`src/rtl/nanov_regfile_pkg.sv`:
```
// Shared defaults and digit-count helpers for the bit/digit-serial register file.
package nanov_regfile_pkg;

   localparam int DEF_XLEN          = 32;
   localparam int DEF_NUM_REGS      = 16;
   localparam int DEF_REG_ADDR_BITS = 4;
   localparam int DEF_DIGIT         = 1;

   // Number of digits that make up one word.
   function automatic int num_digits(input int xlen, input int digit);
      return xlen / digit;
   endfunction

   // Width of the digit index; at least one bit so a one-digit word still has a port.
   function automatic int idx_bits(input int xlen, input int digit);
      return (xlen / digit <= 1) ? 1 : $clog2(xlen / digit);
   endfunction

endpackage

```
`src/rtl/nanov_serial_reg.sv`:
```
// One rotating register: shifts right by DIGIT per enabled clock, the digit
// re-entering at the top is either the old low digit or the write digit.
module nanov_serial_reg #(
   parameter int XLEN  = 32,
   parameter int DIGIT = 1
) (
   input  logic             clk,
   input  logic             rst,
   input  logic             en,
   input  logic             wr,
   input  logic [DIGIT-1:0] wdig,
   output logic [DIGIT-1:0] q
);

   logic [XLEN-1:0]  r;
   logic [DIGIT-1:0] top;

   assign top = wr ? wdig : r[DIGIT-1:0];
   assign q   = r[DIGIT-1:0];

   generate
      if (XLEN == DIGIT) begin : g_one
         // Single-digit word: the whole register is replaced or kept.
         always_ff @(posedge clk or posedge rst) begin
            if (rst)     r <= '0;
            else if (en) r <= top;
         end
      end else begin : g_rot
         // Rotate right one digit, inserting the selected digit at the top.
         always_ff @(posedge clk or posedge rst) begin
            if (rst)     r <= '0;
            else if (en) r <= {top, r[XLEN-1:DIGIT]};
         end
      end
   endgenerate

endmodule

```
`src/rtl/nanov_serial_regfile.sv`:
```
// Digit-serial register file: NUM_REGS-1 rotating registers (x0 reads zero),
// a shared digit counter and NUM_RD combinational read muxes.
// Optional macro REGFILE_BYPASS_EN forwards the write digit to a read port
// addressing the register being written in the same cycle.
module nanov_serial_regfile
   import nanov_regfile_pkg::*;
#(
   parameter int XLEN          = DEF_XLEN,
   parameter int NUM_REGS      = DEF_NUM_REGS,
   parameter int REG_ADDR_BITS = DEF_REG_ADDR_BITS,
   parameter int DIGIT         = DEF_DIGIT,
   parameter int NUM_RD        = 2
) (
   input  logic                              clk,
   input  logic                              rst,
   input  logic                              en,
   input  logic [NUM_RD*REG_ADDR_BITS-1:0]   rs_addr,
   output logic [NUM_RD*DIGIT-1:0]           rs_data,
   input  logic [REG_ADDR_BITS-1:0]          rd_addr,
   input  logic                              wr_en,
   input  logic [DIGIT-1:0]                  rd_data,
   output logic [idx_bits(XLEN,DIGIT)-1:0]   digit_idx,
   output logic                              word_start,
   output logic                              word_last
);

   localparam int NDIG = num_digits(XLEN, DIGIT);
   localparam int IDXW = idx_bits(XLEN, DIGIT);

   logic [NUM_REGS-1:1][DIGIT-1:0] reg_dig;
   logic [NUM_REGS-1:1]            wr_sel;
   logic                           wr_go;

   assign wr_go      = en & wr_en;
   assign word_start = (digit_idx == '0);
   assign word_last  = (digit_idx == IDXW'(NDIG-1));

   // Digit position counter, wraps after the last digit of the word.
   always_ff @(posedge clk or posedge rst) begin
      if (rst)            digit_idx <= '0;
      else if (en) begin
         if (word_last)   digit_idx <= '0;
         else             digit_idx <= digit_idx + IDXW'(1);
      end
   end

   genvar gi;
   generate
      for (gi = 1; gi < NUM_REGS; gi++) begin : g_reg
         // Out-of-range or zero write addresses never match any register.
         assign wr_sel[gi] = wr_go & (rd_addr == REG_ADDR_BITS'(gi));

         nanov_serial_reg #(.XLEN(XLEN), .DIGIT(DIGIT)) u_reg (
            .clk  (clk),
            .rst  (rst),
            .en   (en),
            .wr   (wr_sel[gi]),
            .wdig (rd_data),
            .q    (reg_dig[gi])
         );
      end

      for (gi = 0; gi < NUM_RD; gi++) begin : g_rd
         logic [REG_ADDR_BITS-1:0] ra;
         logic [DIGIT-1:0]         rv;

         assign ra = rs_addr[gi*REG_ADDR_BITS +: REG_ADDR_BITS];
         assign rs_data[gi*DIGIT +: DIGIT] = rv;

         // Read mux: low digit of the addressed register, zero for x0 / unimplemented.
         always_comb begin
            rv = '0;
            for (int i = 1; i < NUM_REGS; i++)
               if (ra == REG_ADDR_BITS'(i)) rv = reg_dig[i];
`ifdef REGFILE_BYPASS_EN
            for (int i = 1; i < NUM_REGS; i++)
               if (wr_sel[i] && ra == REG_ADDR_BITS'(i)) rv = rd_data;
`endif
         end
      end
   endgenerate

endmodule

```
`config.mk`:
```
export PLATFORM = sky130hd
export DESIGN_NAME = nanov_serial_regfile
export DESIGN_NICKNAME = d
export VERILOG_FILES = /design/src/rtl/nanov_regfile_pkg.sv /design/src/rtl/nanov_serial_reg.sv /design/src/rtl/nanov_serial_regfile.sv
export SDC_FILE = /design/constraint.sdc
export NUM_CORES = 1
export LEC_CHECK = 0
export BUFFER_PORTS_ARGS = -buffer_cell sky130_fd_sc_hd__buf_2
export CELL_PAD_IN_SITES_DETAIL_PLACEMENT = 0
export CELL_PAD_IN_SITES_GLOBAL_PLACEMENT = 1
export CORE_ASPECT_RATIO = 1.1
export CORE_UTILIZATION = 25
export CTS_CLUSTER_SIZE = 14
export DETAILED_ROUTE_END_ITERATION = 16
export PLACE_DENSITY_LB_ADDON = 0.1
export SYNTH_ARGS = -nofsm -noshare
export SYNTH_HDL_FRONTEND = slang
export SYNTH_SLANG_ARGS = --single-unit
```
`constraint.sdc`:
```
create_clock -name clk -period 51.7 [get_ports clk]
set_input_delay 10.34 -clock clk [delete_from_list [all_inputs] [get_ports clk]]
set_output_delay 10.34 -clock clk [all_outputs]
set_load 0.02 [all_outputs]
```
==> results of run 1 <==
==> cells in the mapped netlist (all sizes together) <==
cell type | instances | area, µm²
dfrtp | 485 | 12100
mux2i | 21 | 210
nand2b | 3 | 18.8
a22o | 1 | 8.76
nor3b | 2 | 15.0
nand4 | 3 | 18.8
nand4b | 4 | 35.0
mux2 | 465 | 5240
nor2b | 1 | 13.8
clkbuf | 6 | 22.5
nand3b | 2 | 15.0
o32ai | 1 | 8.76
o22ai | 2 | 12.5
nor4 | 3 | 25.0
a2bb2oi | 1 | 8.76
buf | 58 | 308
nand2 | 11 | 43.8
mux4 | 1 | 22.5
a211oi | 2 | 20.0
o311ai | 2 | 17.5
a21oi | 21 | 105
ha | 3 | 37.5
and3 | 2 | 12.5
o21ai | 11 | 55.1
nor2 | 26 | 97.6
nor4b | 1 | 8.76
inv | 5 | 18.8
nor3 | 4 | 20.0
==> path summary, 6_finish.rpt <==
check                                      from                    to  slack, ns  cells past startpoint
setup / recovery                     rs_addr[0]            rs_data[0]      29.76                      6
min in group asynchronous                   rst  g_reg[2].u_reg.r[15]       9.92                      2
setup reg to reg                   digit_idx[0]          digit_idx[3]      50.19                      5
hold reg to reg            g_reg[10].u_reg.r[1]  g_reg[10].u_reg.r[0]       0.48                      1
max in group asynchronous                   rst  g_reg[12].u_reg.r[6]      39.38                      4
hold / removal             g_reg[10].u_reg.r[1]  g_reg[10].u_reg.r[0]       0.48                      1
==> worst reg2reg max path: cells and delay by family (launching register included) <==
family          cells  cell delay [ns]
flops               1             0.41
compound gates      2             0.37
fa+ha+maj           2             0.45
simple gates        1             0.17
==> stage by stage <==
stage | hold WS (ns) | area [µm²]
after global placement | 0.485 | 19700
after floorplan | 0.449 | 18600
after detailed placement | 0.487 | 19700
after global routing | 0.508 | 21400
after CTS | 0.482 | 21400
final | 0.479 | 21400
==> final cells by class <==
type,instances,area share
Inverter,5,0.00123
Antenna cell,4,0.000468
Multi-Input combinational cell,593,0.284
Tap cell,954,0.0558
Timing Repair Buffer,34,0.0107
Clock inverter,15,0.00515
Sequential cell,485,0.568
Clock buffer,85,0.0749
==> per-layer routing <==
metal,global-route usage,vias to the layer above
met2,0.132,110
met1,0.126,4850
li1,-,4153
met3,0.0240,79
met5,0,-
met4,0.0346,4
==> logic make-up after synthesis <==
| kind of cell | after synthesis | share of synthesized area |
|---|---|---|
| AOI/OAI and AO/OA | 41 | 0.0127 |
| adders and majority gates | 3 | 0.00202 |
| buffers and inverters | 69 | 0.0188 |
| DFF | 485 | 0.654 |
| muxes | 487 | 0.295 |
| and+or+nand+nor | 62 | 0.0175 |
==> power groups by stage <==
stage	sequential (W)	clock, W	combinational, W
2_1_floorplan	0.000569	0	0.000146
3_3_place_gp	0.000591	0	0.000162
3_5_place_dp	0.000592	0	0.000166
4_1_cts	0.000586	0.000390	0.000168
5_1_grt	0.000605	0.000407	0.000182
6_report	0.000583	0.000369	0.000163
==> flip-flops by register name (all words and copies together), names as in the netlist <==
register   count
digit_idx      5
g.u_reg.r    480
==> qor.yml, run 1 <==
status:
  status: "completed"
clock_tree:
  path_clk_slew_ns: 0.06
  clk_latency_ns: 0.60
  cts-root-buf: "clkbuf_16"
  cts_setup_buffers: 0
  cts_resized: 0
  cts_hold_repair.buffers: 0
  h-tree-depth: 2
  clk_path_buf_depth: 3
  cts_sinks: 485
  cts_buffers: 57
  cts_tree: "done"
power:
  power_w: 0.00111
  internal_power_w: 0.000845
  p_comb_frac: 0.146
  clkPwrFrac: 0.331
  vdd_drop_max_mv: 0.0215
  p_sw_frac: 0.242
  pwr-share-seq: 0.523
  power_leakage_nw: 9.75
  p_sw_w: 0.000270
  pwr_density_cell_nw_per_um2: 52.2
detailed_routing:
  dr.first_iter.drc_count: 375
  dr_wl_met3_mm: 2.19
  wl_met2_mm: 13.4
  dr.pass1.iters: 4
  m1WireLength_mm: 15.2
  via_per_inst: 4.23
  drc: 0
  wl_per_cell_um: 14.6
  routed_wl_mm: 31.8
  ant_nets: 0
  highest_layer: "met5"
  via_count: 9196
floorplan:
  fp-row-count: 104
  die_height_um: 288
  ios: 26
  dieArea_um2: 75300
  core-area_um2: 73300
  die_w_um: 262
  start_util: 0.253
cells_and_area:
  seq_area_um2: 12100
  fill_cells: 7315
  drive_gt1_frac: 0.480
  utilization: 0.292
  fin_cells: 2175
  final_nets: 1196
  multiInputGateArea_um2: 6070
  final_common_cell: "dfrtp_1"
  syn_to_final_growth_pct: 15.2
  final_cell_mix: "dfrtp_1 (485), mux2_2 (465), clkbuf_16 (57)"
grt:
  antenna_found_initial: 5
  track_usage: 0.0903
  grt_pass1_wl_mm: 54.5
  grt_pass1_vias: 10100
  grt-ovfl-total: 0
  grt_max_degree: 170
setup_path:
  crit_chain: "buf_2 -> mux4_2 -> nor2b_4 -> a211oi_2 -> o21ai_1 -> buf_2"
  cp_common_cell: "buf_2"
  crit_type: "primary input to output pin"
  critPathTopFamily: "multiplexers"
  cp-end-kind: "output pin"
  crit_required_ns: 41.36
  max_stage_delay_ns: 0.52
  critPathArrivalTime_ns: 11.60
  start_kind: "primary input"
  cp_slowest_cell: "mux4_2"
  cp_max_fo: 9
  path_buf_inv: 2
synth:
  synth_nets: 1167
  syn_area_um2: 18600
  yosysWarnings: 0
  seq_area_frac_synth: 0.654
  syn_inst: 1147
  syn_avg_cell_area_um2: 16.2
  ys_types: 34
  ys_ff_latch: 485
timing:
  setup_slack_ns: 29.76
  rsz0062_at_grt: "no"
  maxSlewHeadroom: 0.345
  fin_crit_ns: 21.94
  finalClockSkew_ns: 0.0248
  timing.final.hold_violations: 0
  setup_viol: 0
  max_freq_mhz: 45.6
  timing_worst_slew_pin_value_ns: 0.982
  setup_tns_ns: 0
  final_max_slew_viol_count: 0
  fin_crit_sh: 0.424
run:
  drv_cap: 0
placed_design:
  pre_cts_ws_ns: 29.76
  port_buffers: 25
  dpl.cell_count: 2071
  dpl.hpwl_mm: 18.2
  gp_congestion: 0.660
hold_path:
  hold_path_class: "flip-flop to flip-flop"
(Power assumes the default switching activity.)
==> run 2, diff against run 1 <==
clock period = 17.6 ns   (was 51.7 ns; I/O delays follow)
==> qor.yml, run 2 (synthesis results as in run 1) <==
power:
  p_comb_frac: 0.141  # was 0.146
  p_sw_frac: 0.239  # was 0.242
  vdd_drop_max_mv: 0.0753  # was 0.0215 mV
  internal_power_w: 0.00259  # was 0.000845 W
  clkPwrFrac: 0.355  # was 0.331
  power_leakage_nw: 9.86  # was 9.75 nW
  p_sw_w: 0.000813  # was 0.000270 W
  pwr-share-seq: 0.503  # was 0.523
  pwr_density_cell_nw_per_um2: 157  # was 52.2 nW/µm²
clock_tree:
  cts_tree: "done"  # unchanged
  path_clk_slew_ns: 0.06  # about the same
  cts_buffers: 56  # was 57
  cts-root-buf: "clkbuf_16"  # unchanged
  h-tree-depth: 2  # unchanged
  clk_path_buf_depth: 3  # unchanged
  clk_latency_ns: 0.61  # was 0.60 ns
  cts_resized: 0  # unchanged
  cts_sinks: 485  # unchanged
  cts_hold_repair.buffers: 0  # unchanged
  cts_setup_buffers: 0  # unchanged
timing:
  setup_viol: 0  # unchanged
  final_max_slew_viol_count: 0  # unchanged
  setup_tns_ns: 0  # unchanged
  timing.final.hold_violations: 0  # unchanged
  finalClockSkew_ns: 0.0277  # was 0.0248 ns
  timing_worst_slew_pin_value_ns: 1.13  # was 0.982 ns
  fin_crit_sh: 0.472
  maxSlewHeadroom: 0.244  # was 0.345
  fin_crit_ns: 8.31
  max_freq_mhz: 120
  rsz0062_at_grt: "no"  # unchanged
setup_path:
  cp_common_cell: "buf_2"  # unchanged
  crit_chain: "buf_2 -> mux4_2 -> nor2b_4 -> a211oi_2 -> o21ai_1 -> buf_2"  # unchanged
  cp_slowest_cell: "mux4_2"  # unchanged
  path_buf_inv: 2  # unchanged
  cp_max_fo: 9  # unchanged
  cp-end-kind: "output pin"  # unchanged
  crit_required_ns: 14.08  # was 41.36 ns
  critPathTopFamily: "multiplexers"  # unchanged
  max_stage_delay_ns: 0.53  # was 0.52 ns
  critPathArrivalTime_ns: 4.79  # was 11.60 ns
  start_kind: "primary input"  # unchanged
  crit_type: "primary input to output pin"  # unchanged
detailed_routing:
  dr_wl_met3_mm: 1.80  # was 2.19 mm
  dr.first_iter.drc_count: 398  # was 375
  highest_layer: "met5"  # unchanged
  routed_wl_mm: 32.0  # was 31.8 mm
  via_per_inst: 4.21  # was 4.23
  m1WireLength_mm: 15.9  # was 15.2 mm
  wl_per_cell_um: 14.7  # was 14.6 µm
  dr.pass1.iters: 4  # unchanged
  drc: 0  # unchanged
  ant_nets: 0  # unchanged
  via_count: 9148  # was 9196
  wl_met2_mm: 13.3  # was 13.4 mm
cells_and_area:
  largest_register: "g.u_reg.r"  # unchanged
  largest_reg_flops: 480  # unchanged
  fin_cells: 2175  # unchanged
  multiInputGateArea_um2: 6070  # unchanged
  design_area_um2: 21600  # was 21400 µm²
  final_common_cell: "dfrtp_1"  # unchanged
  drive_gt1_frac: 0.489  # was 0.480
  top_regs: "g.u_reg.r (480), digit_idx (5)"  # unchanged
  final_cell_mix: "dfrtp_1 (485), mux2_2 (465), clkbuf_16 (56)"  # was dfrtp_1 (485), mux2_2 (465), clkbuf_16 (57)
  fill_cells: 7303  # was 7315
  final_nets: 1195  # was 1196
  syn_to_final_growth_pct: 16.4  # was 15.2%
  seq_area_um2: 12100  # unchanged
hold_path:
  hold_path_class: "flip-flop to flip-flop"  # unchanged
floorplan:
  start_util: 0.253  # unchanged
  core-area_um2: 73300  # unchanged
  die_w_um: 262  # unchanged
  die_height_um: 288  # unchanged
  dieArea_um2: 75300  # unchanged
  ios: 26  # unchanged
  fp-row-count: 104  # unchanged
placed_design:
  gp_congestion: 0.658  # was 0.660
  port_buffers: 25  # unchanged
  place_area_um2: 19600  # was 19700 µm²
  dpl.cell_count: 2071  # unchanged
  dpl.hpwl_mm: 18.0  # was 18.2 mm
grt:
  antenna_found_initial: 7  # was 5
  grt-ovfl-total: 0  # unchanged
  grt_pass1_vias: 9968  # was 10100
  track_usage: 0.0904  # was 0.0903
  grt_pass1_wl_mm: 54.5  # about the same
  grt_max_degree: 198  # was 170
run:
  drv_cap: 0  # unchanged
status:
  status: "completed"  # unchanged
[run 2: cell types whose count changed in the layout (fill, tap and decap cells not counted), moves of 3 or more]
cell / delta
bufinv_16: +5
clkbuf_1: -9
clkbuf_8: +9
clkinv_2: -3
diode_2: -3
[run 2: worst paths after layout]
kind	from	to	slack [ns]	cells after the start
worst min-delay path	g_reg[2].u_reg.r[14]	g_reg[2].u_reg.r[13]	0.48	1
worst min register to register	g_reg[2].u_reg.r[14]	g_reg[2].u_reg.r[13]	0.48	1
max in group asynchronous	rst	g_reg[5].u_reg.r[30]	12.00	4
worst max register to register	digit_idx[0]	digit_idx[3]	16.03	5
worst max-delay path	rs_addr[0]	rs_data[0]	9.29	6
min in group asynchronous	rst	digit_idx[4]	3.06	2
[run 2: final cells by class]
type	instances	area share
Antenna cell	1	0.000116
Clock buffer	84	0.0772
Clock inverter	19	0.0130
Inverter	5	0.00122
Multi-Input combinational cell	593	0.281
Sequential cell	485	0.562
Tap cell	954	0.0553
Timing Repair Buffer	34	0.00997
[run 2: per-layer routing]
metal,global-route usage,up-vias
met5,0,-
met4,0.0337,4
met3,0.0238,67
met2,0.130,104
met1,0.129,4803
li1,-,4170
[run 2: power by group through the flow]
stage	sequential, W	clock, W	combinational [W]
6_report	0.00171	0.00121	0.000480
3_5_place_dp	0.00174	0	0.000490
3_3_place_gp	0.00174	0	0.000475
2_1_floorplan	0.00167	0	0.000429
4_1_cts	0.00172	0.00127	0.000493
5_1_grt	0.00178	0.00131	0.000534
[run 2: metrics by stage]
stage                     setup slack, ns  total power (W)   util  hold WS, ns
after floorplan                     0.546          0.00210      -        0.449
after global placement               9.33          0.00221  0.268        0.484
after detailed placement             9.28          0.00223  0.268        0.486
after CTS                            9.27          0.00348  0.295        0.493
after global routing                 9.21          0.00362  0.295        0.511
final                                9.29          0.00340  0.295        0.484
